==> src/rtl/regfile_mp.sv <==
// regfile_mp: multi-port integer register file for the IcyRisc core.
//   Entry 0 is hard-wired to zero.
//   Entry SP_IDX resets to SP_INIT; every other entry resets to 0.
//   Reads pass through a pipeline that is RD_LAT (1 or 2) stages deep.
//   Write ports have fixed priority: the highest-numbered port wins.
//
// Ports:
//   clk      - clock; all state updates on posedge
//   rst      - asynchronous active-high reset
//   stall    - holds the read pipeline; writes still commit
//   rd_addr  - NRD read addresses, port p at [p*AW +: AW]
//   rd_data  - NRD read results, port p at [p*XLEN +: XLEN]
//   wr_en    - NWR write enables
//   wr_addr  - NWR write addresses, port k at [k*AW +: AW]
//   wr_data  - NWR write data, port k at [k*XLEN +: XLEN]
//
// Build option REGFILE_BYPASS_EN:
//   Defined   - a same-edge write is forwarded into stage 1.
//   Undefined - stage 1 reads the entry value from before the write.
module regfile_mp #(
  parameter int unsigned XLEN    = 32,
  parameter int unsigned NREGS   = 32,
  parameter int unsigned NRD     = 2,
  parameter int unsigned NWR     = 1,
  parameter int unsigned RD_LAT  = 2,
  parameter int unsigned SP_IDX  = 2,
  parameter logic [31:0] SP_INIT = 32'h400,
  localparam int unsigned AW     = (NREGS > 1) ? $clog2(NREGS) : 1
) (
  input  logic                  clk,
  input  logic                  rst,
  input  logic                  stall,
  input  logic [NRD*AW-1:0]     rd_addr,
  output logic [NRD*XLEN-1:0]   rd_data,
  input  logic [NWR-1:0]        wr_en,
  input  logic [NWR*AW-1:0]     wr_addr,
  input  logic [NWR*XLEN-1:0]   wr_data
);

  // Storage is rounded up to a power of two so that any address indexes safely.
  // Entries at or above NREGS are never written and never read.
  localparam int unsigned DEPTH = 1 << AW;

  logic [XLEN-1:0]     regs_q [DEPTH];
  logic [NRD*XLEN-1:0] rd_val_c;
  logic [NRD*XLEN-1:0] s1_q;

  // An address is writable or readable only if it is nonzero and below NREGS.
  function automatic logic addr_ok(input logic [AW-1:0] a);
    return (a != '0) && ((AW+1)'(a) < (AW+1)'(NREGS));
  endfunction

  // Register array update.
  // Port order gives priority: later ports overwrite earlier ones.
  always_ff @(posedge clk or posedge rst) begin
    if (rst) begin
      for (int unsigned i = 0; i < DEPTH; i++) begin
        regs_q[i] <= (i == SP_IDX) ? XLEN'(SP_INIT) : '0;
      end
    end else begin
      for (int unsigned k = 0; k < NWR; k++) begin
        if (wr_en[k] && addr_ok(wr_addr[k*AW +: AW])) begin
          regs_q[wr_addr[k*AW +: AW]] <= wr_data[k*XLEN +: XLEN];
        end
      end
    end
  end

  // Value captured into stage 1 for each read port.
  always_comb begin
    rd_val_c = '0;
    for (int unsigned p = 0; p < NRD; p++) begin
      if (addr_ok(rd_addr[p*AW +: AW])) begin
        rd_val_c[p*XLEN +: XLEN] = regs_q[rd_addr[p*AW +: AW]];
      end
`ifdef REGFILE_BYPASS_EN
      // Forward same-edge writes; the highest matching port wins.
      for (int unsigned k = 0; k < NWR; k++) begin
        if (wr_en[k] && addr_ok(wr_addr[k*AW +: AW]) &&
            (wr_addr[k*AW +: AW] == rd_addr[p*AW +: AW])) begin
          rd_val_c[p*XLEN +: XLEN] = wr_data[k*XLEN +: XLEN];
        end
      end
`endif
    end
  end

  // Read stage 1.
  always_ff @(posedge clk or posedge rst) begin
    if (rst) begin
      s1_q <= '0;
    end else if (!stall) begin
      s1_q <= rd_val_c;
    end
  end

  // Optional read stage 2, selected by RD_LAT.
  generate
    if (RD_LAT == 2) begin : g_lat2
      logic [NRD*XLEN-1:0] s2_q;

      always_ff @(posedge clk or posedge rst) begin
        if (rst) begin
          s2_q <= '0;
        end else if (!stall) begin
          s2_q <= s1_q;
        end
      end

      assign rd_data = s2_q;
    end else begin : g_lat1
      assign rd_data = s1_q;
    end
  endgenerate

endmodule

==> config.mk <==
export PLATFORM = sky130hd
export DESIGN_NAME = regfile_mp
export DESIGN_NICKNAME = d
export VERILOG_FILES = /design/src/rtl/regfile_mp.sv
export SDC_FILE = /design/constraint.sdc
export NUM_CORES = 2
export LEC_CHECK = 0
export CAP_MARGIN = 15
export CORE_MARGIN = 1
export CORE_UTILIZATION = 59
export CTS_CLUSTER_DIAMETER = 120
export DETAILED_ROUTE_END_ITERATION = 16
export GPL_ROUTABILITY_DRIVEN = 0
export MAX_ROUTING_LAYER = met4
export PLACE_DENSITY = 0.76
export SLEW_MARGIN = 20
export SYNTH_ARGS = -nofsm -noshare
export SYNTH_HDL_FRONTEND = slang
export SYNTH_SLANG_ARGS = --single-unit
==> constraint.sdc <==
create_clock -name clk -period 80.5 [get_ports clk]
set_clock_uncertainty 0.15 [all_clocks]
set_input_delay 16.1 -clock clk [delete_from_list [all_inputs] [get_ports clk]]
set_output_delay 16.1 -clock clk [all_outputs]
set_load 0.01 [all_outputs]
==> impl_results.md <==
* Hold buffer count at cts at 0
* Max VDD drop at approximately 0.019 mV
* CTS tree: yes
* Setup Crit Path Kind: in2async
* Avg Cell Area, Syn at roughly 14 um2
* Status: finished, final reports clean
* Post-synth EDFFs at 0
* Most frequent cells in the layout: dfrtp_1 (1,151), mux2_2 (1,128), mux4_2 (380), mux2i_1 (273), clkbuf_16 (124)
* Commonest non-fill, non-tap cell in the layout: dfrtp_1
* Critical Path Start Type: primary input
* ANT nets after route at 0
* Fin nets at roughly 4.1k
* Largest net degree at the start of global routing at 158
* #FFs+latches synth at 1,152
* CP max stage delay at 0.82 ns
* Setup ws final at approximately 60 ns
* Postcts setup bufs at 0
* I/O Pins at 115
* Syn Inst Count at 4,176
* DP Worst Slack at 59.53 ns
* Worst hold margin at 0.252 ns
* Hold_sp: regs_q[998]
* Async set-reset flop share out of synthesis at 100%
* Post-DP HPWL at around 100,000 um
* Sequential area share after synthesis at approximately half
* Vias at 39.0k
* FP Rows at 116
* 1st-pass router iterations at 5
* FF-to-FF setup slack at between 70 and 80 ns
* Total GRT Usage at 36.4%
* H-Tree Depth at 3
* Crit path launch: rst
* DIE WIDTH at 320 um
* Antenna violations before repair at 11
* Clock latency on the worst-skew pair at a little over 0.7 ns
* RSZ-0062 raised after global routing: false
* Overflow after GRT at 0
* Clock sinks at 1,152
* Most used cell, CP: buf_4
* Cell variety after synth at 49
* Worst-path clk slew at 0.06 ns
* Final Setup Violations at 0
* GRT Max-Usage Layer: met2
* DR vias/cell at 7.14
* Pwr/cell area at 25.8 mW/mm2
* IO buf count at 114
* Relative slew margins at 23.1%
* Maximum clock path buffer count at 3
* Worst-case reg-to-reg path depth at 5
* Die area at 0.102 mm2
* Hold Path Class: reg2reg
* Minimum clock period at 20.09 ns
* Initial Util at 59.6%
* Post-CTS sizing at 0
* Per-cell routed wire length at between 30 and 40 um
* Reg2reg end: s1_q[16]
* Crit path arrival time at approximately 21 ns
* Core area at 0.100 mm2
* Pleak at roughly 29 nW
* DRT iter0 DRCs at around 4.2k
* Worst-path cell chain: clkdlybuf4s50_1 > inv_8 > buf_12 > buf_4 > buf_4 > buf_4
* Layout cells sized above 1 at 45.2%
* Met3 GRT Util at 8.44%
* Worst r2r src: regs_q[144]
* Net Count, Synth at roughly 4.2k
* Global-route met1 utilization at 50.0%
* Vias in the first global route at 40.2k
* Num CTS Buffers at 119
* Fill count at 7,144
* Final period util at between 20% and 30%
* Hold Crit Endpoint: regs_q[998]
* Setup TNS at 0 ns
* Kind of end point of the critical path: async pin
* Max-slew violations at 0
* Worst hold stages at 0
* Final hold vios at 0
* Fmax at 0.0498 GHz
* Max-Cap Viols at 0
* Synth Cell Area at 0.0597 mm2
* DRC at 0
* First-pass GRT wire length at approximately 270,000 um
* Total Routed Length at 178,000 um
* Synth Warn # at 0
* Slowest cell on the critical path: buf_4
* Root buf cell: clkbuf_16
* Slew @ Worst Pin at 1.15 ns
* DIE HEIGHT at 320 um
* Worst-path maximum fanout at 156
* Required @ worst endpoint at 81.07 ns
* Area growth syn-to-layout at 9.52%
* Met2 Use GR at 53.3%
* Most used DFF post-synth: dfrtp_1
power breakdown:
part / internal [W] / switching (W)
Combinational: 0.000195 / 0.000134
Clock: 0.000343 / 0.000235
Sequential: 0.000690 / 0.0000878
through the flow:
step	util, %	cell area, um2	instances	power, W
6_report	65.3	65400	5466	0.00168
5_1_grt	65.2	65300	5463	0.00175
3_3_place_gp	61.2	61300	5237	0.00109
2_1_floorplan	-	59700	4176	0.00101
4_1_cts	65.3	65400	5454	0.00168
3_5_place_dp	61.2	61300	5237	0.00111
flip-flops by register name (all words and copies together) (netlist names):
signal / count
s1_q: 64
rd_data: 64
regs_q: 1024
critical path, delay by kind of cell:
| kind | cells | cell delay [ns] |
|---|---|---|
| buffers and inverters | 6 | 4.23 |
cell families (layout without fill, tap and decap cells):
kind of cell | count (synthesis) | in the layout | share of synthesized area (%)
multiplexers | 1781 | 1781 | 40.2
flip-flops | 1152 | 1152 | 48.3
AO/OA/AOI/OAI | 454 | 454 | 5.22
buffers and inverters | 449 | 429 | 3.56
AND/OR/NAND/NOR | 340 | 340 | 2.70
other | 0 | 12 | 0
Yosys cell counts, drive strengths merged (39+ instances only):
cell type  count  area (um2)
o22ai         62         388
o21ai         84         420
mux4         380        8560
mux2        1128       12700
dfrtp       1151       28800
a22oi         40         300
mux2i        273        2730
a21oi         80         400
clkbuf       251         943
nand2        105         394
a211o         39         342
buf          193        1160
nor2          98         368
layout make-up:
class	count	area, um2	share of cell area, %
timing repair buffer	207	1790	2.74
clock buffer	182	3700	5.66
inverter	5	26.3	0.0402
tap	1298	1620	2.49
clock inverter	35	422	0.645
sequential	1152	28800	44.1
antenna	12	30.0	0.0459
multi-input combinational	2575	28900	44.3
metal layers:
layer	wire, um	share of wire [%]
met1	71400	40
met2	80700	45
met3	18200	10
met4	7240	4.1
met5	0	0
how the worst max path moves through the flow:
stage	cells after the start	endpoint
finish	6	regs_q[959]
global route	6	regs_q[102]
global placement	6	regs_q[102]
floorplan	1	rd_data[0]
detailed placement	6	regs_q[102]
CTS	6	regs_q[959]
Power figures use the tool's default switching activity.
